### src/rtl/tmfir_sched.sv
// Time-multiplexed FIR sequencer: one tap per cycle through an external shared multiplier,
// guard-bit accumulation and saturating output with a ready/valid handshake on each side.
module tmfir_sched #(
  parameter int unsigned NTAPS = 8,
  parameter int unsigned WI1   = 4,
  parameter int unsigned WF1   = 4,
  parameter int unsigned WI2   = 4,
  parameter int unsigned WF2   = 4,
  parameter int unsigned WI0   = 8,
  parameter int unsigned WF0   = 8
) (
  input  logic                       clk,
  input  logic                       rst,
  input  logic                       in_valid,
  output logic                       in_ready,
  input  logic [WI1+WF1-1:0]         in_data,
  input  logic                       coef_we,
  input  logic [$clog2(NTAPS)-1:0]   coef_addr,
  input  logic [WI2+WF2-1:0]         coef_data,
  output logic                       out_valid,
  input  logic                       out_ready,
  output logic [WI0+WF0-1:0]         out_data,
  output logic                       out_ovf,
  output logic [WI1+WF1-1:0]         mul_in1,
  output logic [WI2+WF2-1:0]         mul_in2,
  input  logic [WI0+WF0-1:0]         mul_out,
  input  logic                       mul_ovf
);

  localparam int unsigned W1 = WI1 + WF1;
  localparam int unsigned W2 = WI2 + WF2;
  localparam int unsigned WO = WI0 + WF0;
  localparam int unsigned IW = $clog2(NTAPS);
  localparam int unsigned AW = WO + IW;

  localparam logic [IW-1:0] LastIdx = IW'(NTAPS - 1);
  localparam logic [WO-1:0] MaxPos  = {1'b0, {(WO-1){1'b1}}};
  localparam logic [WO-1:0] MaxNeg  = {1'b1, {(WO-1){1'b0}}};

  typedef enum logic [1:0] {StIdle, StMac, StDone} state_e;

  state_e          state_q, state_d;
  logic [W1-1:0]   x_q [NTAPS];
  logic [W1-1:0]   x_d [NTAPS];
  logic [W2-1:0]   c_q [NTAPS];
  logic [W2-1:0]   c_d [NTAPS];
  logic [IW-1:0]   idx_q, idx_d;
  logic [AW-1:0]   acc_q, acc_d;
  logic            ovf_q, ovf_d;

  logic [AW-1:0]   prod_ext;
  logic [IW:0]     acc_hi;
  logic            in_range;

  // IW guard bits make the sum of NTAPS full-scale products exact.
  assign prod_ext = {{IW{mul_out[WO-1]}}, mul_out};

  always_comb begin
    state_d = state_q;
    x_d     = x_q;
    c_d     = c_q;
    idx_d   = idx_q;
    acc_d   = acc_q;
    ovf_d   = ovf_q;
    unique case (state_q)
      StIdle: begin
        // Applied on the same edge as a handshake, so a simultaneous write is seen by this sample.
        if (coef_we) c_d[coef_addr] = coef_data;
        if (in_valid) begin
          for (int k = int'(NTAPS) - 1; k > 0; k--) x_d[k] = x_q[k-1];
          x_d[0]  = in_data;
          acc_d   = '0;
          ovf_d   = 1'b0;
          idx_d   = '0;
          state_d = StMac;
        end
      end
      StMac: begin
        acc_d = acc_q + prod_ext;
        ovf_d = ovf_q | mul_ovf;
        idx_d = idx_q + 1'b1;
        if (idx_q == LastIdx) state_d = StDone;
      end
      StDone: begin
        if (out_ready) state_d = StIdle;
      end
      default: state_d = StIdle;
    endcase
  end

  always_ff @(posedge clk or posedge rst) begin
    if (rst) begin
      state_q <= StIdle;
      idx_q   <= '0;
      acc_q   <= '0;
      ovf_q   <= 1'b0;
      for (int k = 0; k < int'(NTAPS); k++) begin
        x_q[k] <= '0;
        c_q[k] <= '0;
      end
    end else begin
      state_q <= state_d;
      idx_q   <= idx_d;
      acc_q   <= acc_d;
      ovf_q   <= ovf_d;
      x_q     <= x_d;
      c_q     <= c_d;
    end
  end

  // In range when every bit above the output sign bit matches it.
  assign acc_hi   = acc_q[AW-1:WO-1];
  assign in_range = (&acc_hi) | ~(|acc_hi);

  always_comb begin
    in_ready  = (state_q == StIdle);
    out_valid = (state_q == StDone);
    out_data  = '0;
    out_ovf   = 1'b0;
    mul_in1   = '0;
    mul_in2   = '0;
    if (state_q == StDone) begin
      if (in_range)        out_data = acc_q[WO-1:0];
      else if (acc_q[AW-1]) out_data = MaxNeg;
      else                 out_data = MaxPos;
      out_ovf = ovf_q | ~in_range;
    end
    if (state_q == StMac) begin
      mul_in1 = x_q[idx_q];
      mul_in2 = c_q[idx_q];
    end
  end

endmodule

### config.mk
export PLATFORM = sky130hd
export DESIGN_NAME = tmfir_sched
export DESIGN_NICKNAME = d
export VERILOG_FILES = /design/src/rtl/tmfir_sched.sv
export SDC_FILE = /design/constraint.sdc
export NUM_CORES = 1
export LEC_CHECK = 0
export CORE_UTILIZATION = 55
export DETAILED_ROUTE_END_ITERATION = 10
export PLACE_DENSITY = 0.87
export SETUP_SLACK_MARGIN = 0.1
export SLEW_MARGIN = 15
export SYNTH_ARGS = -nofsm -noshare
export SYNTH_HDL_FRONTEND = slang
export SYNTH_SLANG_ARGS = --single-unit
### constraint.sdc
create_clock -name clk -period 7.85 [get_ports clk]
set_input_delay 1.1775 -clock clk [delete_from_list [all_inputs] [get_ports clk]]
set_output_delay 1.1775 -clock clk [all_outputs]
set_load 0.01 [all_outputs]
-- After elaboration in Yosys (flattened, before gate mapping)
Index checks and enable logic that the tools add are counted.
W data, S select, Z words.
- reduce and logical (&&, ||, !) cells: 9
- order comparisons: 3
- add/subtract/negate cells: 2
- equality and inequality tests: 6
- bitwise operators: 7
- muxes and demuxes: 25
- operator list (operator ; count):
    $bwmux W64 ; 1
    $mux W8 ; 7
    $bmux W8 S3 ; 2
    $mux W16 ; 3
    $pmux W19 S2 ; 1
    $demux W8 S3 ; 1
    $add A19 B19 Y19 ; 1
    $mux W19 ; 1
    $ge A4 B4 Y1 const B ; 2
    $not A3 Y4 ; 2
    $mux W2 ; 3
    $pmux W2 S3 ; 1
    $pmux W3 S2 ; 1
    $reduce_and A2 Y1 ; 3
    $lt A4 B1 Y1 const B ; 1
    $ne A2 B2 Y1 const B ; 2
    $reduce_and A4 Y1 ; 1
    $reduce_or A4 Y1 ; 1
    $add A3 B1 Y3 const B ; 1
    $eq A3 B3 Y1 const B ; 1
    $mux W3 ; 1
    $or A1 B1 Y1 ; 3
    $reduce_and A3 Y1 ; 1
    $eq A2 B1 Y1 const B ; 1
    8 further kinds ; 10
- register bits: 153
- output and inout bits: 35
- input bits: 41

-- Depth between registers and ports, before layout
- depth in word-level cells: 6
- gate-level depth with buffers: 9
- gate-level depth less buffers: 9

-- Least setup slack after synthesis
OpenSTA, ideal clock, no wires.
- kind: input port to flip-flop
- start: input mul_out[0]
- end: register acc_q[18]
- cell stages on the path: 9
- arrival time: 2.932 ns
- buffers on the path: 0
- setup slack: 4.841 ns
- required time: 7.774 ns
- cells stage by stage: ha_1 fa_1 a21oi_1 o221a_1 o21ai_1 a41oi_1 xor2_1 or3_1 o21ai_1
- longest elaborated chain between the ends: 2
- ends and longest elaborated chain (item ; line ; RTL):
    start, declared ; 26 ; input logic [WI0+WF0-1:0] mul_out,
    $add A19 B19 Y19 ; 79 ; acc_d = acc_q + prod_ext;
    $pmux W19 S2 ; 65 ; unique case (state_q)
    end signal, assigned ; 95 ; acc_q <= '0;
    end signal, assigned ; 104 ; acc_q <= acc_d;
    end, declared ; 48 ; logic [AW-1:0] acc_q, acc_d;
No other way between the ends.
A chain may end at the register's enable or synchronous reset.

-- Final worst setup path
- start: register acc_q[17]
- end: output out_data[7]
- longest elaborated chain between the ends: 5
- elaborated cells on any way between the ends: 6
- those cells by class: mux: 2; bitwise: 2; reduce/logical: 2
- ends and longest elaborated chain (item ; line ; RTL):
    $reduce_or A4 Y1 ; 113 ; assign in_range = (&acc_hi) | ~(|acc_hi);
    $not A1 Y1 ; 113 ;
    $or A1 B1 Y1 * ; 113 ;
    $mux W16 * ; 123 ; if (in_range) out_data = acc_q[WO-1:0];
    $mux W16 * ; 122 ; if (state_q == StDone) begin
    end, declared ; 22 ; output logic [WI0+WF0-1:0] out_data,
Mark *: on every way between the ends. The rest lies on a longest branch, timed or not.

==> flow_summary.yaml <==
timing:
  hold_violations: 0
  fin_worst_skew_ns: 0.008809
  worst_hold_slack_ns: 0.4810
  finalCriticalPeriod_ns: 4.356
  fin_crit_sh: 0.5548
  setup_slack_ns: 3.494
  worst_slew_pin_slew_ns: 1.147
  finalMaxSlewViolations: 0
  setup_viol: 0
  slew_headroom: 0.2355
  setup_tns_ns: 0
  grt_setup_unrepaired: "false"
  fmax_ghz: 0.2296
worst_setup_path:
  start_kind: "register"
  end_kind: "primary output"
  cp_max_fo: 17
  required_ns: 6.67
  arrival_ns: 3.18
  criticalPathCategory: "reg -> out"
synth:
  synth_edf_count: 0
  avgSynthCellArea_um2: 10.70
  yosysTopAreaCell: "dfrtp_1"
  ys_top_cells_by_area: "dfrtp_1 (49%), nand2_1 (11%), mux4_2 (9.3%)"
  syn-cell-area_um2: 7767
  ys_async_sr_fraction: 1.000
  ys_ff_latch: 153
  ys_types: 43
  synth_fp_nets: 788
  yosysWarnings: 0
  synth_top_area_share: 0.4929
  ys.flop_type: "dfrtp_1"
  synthCells: 726
  yosysSeqAreaShare: 0.4929
final_layout:
  area_growth_pct: 18.41
  final_cell_area_um2: 9198
  antenna_cells: 0
  finalNetCount: 848
  fillCellCount: 996
  layout-drive-gt1-share: 0.1690
  postLayoutCoreUtil: 0.6652
floorplan:
  ios: 76
  die_area_um2: 14600
  die_w_um: 120.8
  std_cell_rows: 43
  core-area_um2: 13830
  dieHeight_um: 120.8
  start_util: 0.5618
global_route:
  grt_max_degree: 81
  antenna_found_initial: 0
  grt_pass1_wl_mm: 28.81
  track_usage: 0.2576
  grt_pass1_vias: 5855
  grt_overflow: 0
routing:
  viasPerCell: 5.789
  routed_wl_mm: 17.24
  drcViolationCount: 0
  wl_per_cell_um: 17.60
  via_count: 5667
  drtPass1Iterations: 5
  drt-initial-drc-count: 460
  ant_nets: 0
pwr:
  ir_worst_vdd_mv: 0.2144
  power_leakage_uw: 0.004287
  power.density_nw_per_um2: 415.6
clock_tree:
  root_buffer: "clkbuf_16"
  ctsHtreeMaxLevel: 4
  cts_resized: 0
  post_cts.repair.setup_buffers: 0
  clk_pin_slew_worst_paths_ns: 0.06
  cts_sinks: 153
  cts_buffers: 17
  cts_hold_buf: 0
  clockBufferDepth: 2
  insertion_delay_ns: 0.43
  cts_tree: "built"
placement:
  portBuffers: 75
  detailed_place_hpwl_mm: 10.55
  place_ws_ns: 3.918
  placed_area_um2: 8638
  gp_congestion: 0.8329
status:
  status: "completed"
flow_run:
  cap_violations: 0
worst_hold_path:
  hold_path_class: "reg -> reg"
## registers in the layout (all words and copies together), names as in the netlist
name and count:
state_q 2, x_q 64, c_q 64, acc_q 19, idx_q 3, ovf_q 1
## power breakdown
part           switching, µW  leakage [µW]  internal, µW
clock network            324      0.000257           450
registers                264       0.00195          1150
logic                    812       0.00208           826
total                   1400       0.00429          2420
## Yosys cell counts (2+ instances only)
cell type and n:
nand2_1 221, dfrtp_1 153, mux2_2 60, mux4_2 32
clkbuf_1 30, nor2_1 30, o21ai_0 23, ha_1 20
mux2i_1 17, nand3_1 16, o21a_1 14, a21oi_1 13
buf_2 10, xnor2_1 10, a21o_1 9, o21ai_1 9
inv_1 6, xor2_1 6, a211oi_1 4, mux2_1 4
o21bai_1 4, and3_1 3, nand2b_1 3, nand4_1 3
nor2b_1 3, a31oi_1 2, a41o_1 2, and2_1 2
and4_1 2, o31ai_1 2
## worst max-delay path, cell delays in order, from the launching register on
cell,delay (ns)
dfrtp_1,0.43
and4_1,0.21
nor2_1,0.82
a21oi_1,0.57
o21a_1,0.25
clkdlybuf4s50_1,0.48
## through the flow
step	total power, µW	instances
after floorplan	2551	726
after global placement	2955	947
after detailed placement	3034	947
after CTS	3835	979
after global routing	4085	979
final	3823	979
## area by class of cell
type	count	area, µm²	area share
Sequential cell	153	3830	0.4164
Multi-Input combinational cell	527	3760	0.4088
Timing Repair Buffer	81	795.8	0.08652
Clock buffer	21	460.4	0.05006
Tap cell	180	225.2	0.02449
Clock inverter	11	98.84	0.01075
Inverter	6	27.53	0.002993
## cell families after synthesis
logic type,synth area share
AND/OR/NAND/NOR,0.1487
XOR/XNOR,0.01804
AO/OA/AOI/OAI,0.07426
flip-flops,0.4929
buffers and inverters,0.02384
multiplexers,0.2075
adder cells (fa/ha/maj),0.03479
## metal layers
| metal | track usage | wire (µm) | share of wire |
|---|---|---|---|
| met5 | 0 | 0 | 0 |
| met4 | 0.1157 | 353 | 0.020 |
| met3 | 0.04858 | 824 | 0.048 |
| met2 | 0.4075 | 8455 | 0.49 |
| met1 | 0.3466 | 7603 | 0.44 |
## cells in the final DEF (no fill, tap or decap), drive strengths merged, types with 2 or more instances in the layout
master,count
a31oi,2
clkinv,4
a211oi,4
clkbuf,21
a41o,2
mux2i,17
nor2,30
xor2,6
o21a,14
a21oi,14
nand2b,3
dfrtp,153
inv,6
clkdlybuf4s50,75
a21o,9
nand4,3
o31ai,2
nand2,221
buf,6
and4,2
mux4,32
mux2,64
nand3,16
o21ai,32
ha,20
nor2b,3
and3,3
clkinvlp,6
and2,2
o21bai,4
xnor2,10
## path summary, 6_finish.rpt
path | start | endpoint | slack (ns) | cells past startpoint
worst max-delay path | acc_q[17] | out_data[7] | 3.49 | 5
worst min-delay path | x_q[5] | x_q[5] | 0.48 | 2
worst max register to register | acc_q[0] | acc_q[18] | 5.42 | 9
worst min register to register | x_q[5] | x_q[5] | 0.48 | 2
max in group asynchronous | rst | idx_q[0] | 5.16 | 3
min in group asynchronous | rst | c_q[37] | 1.24 | 2
Power figures use the tool's default switching activity.
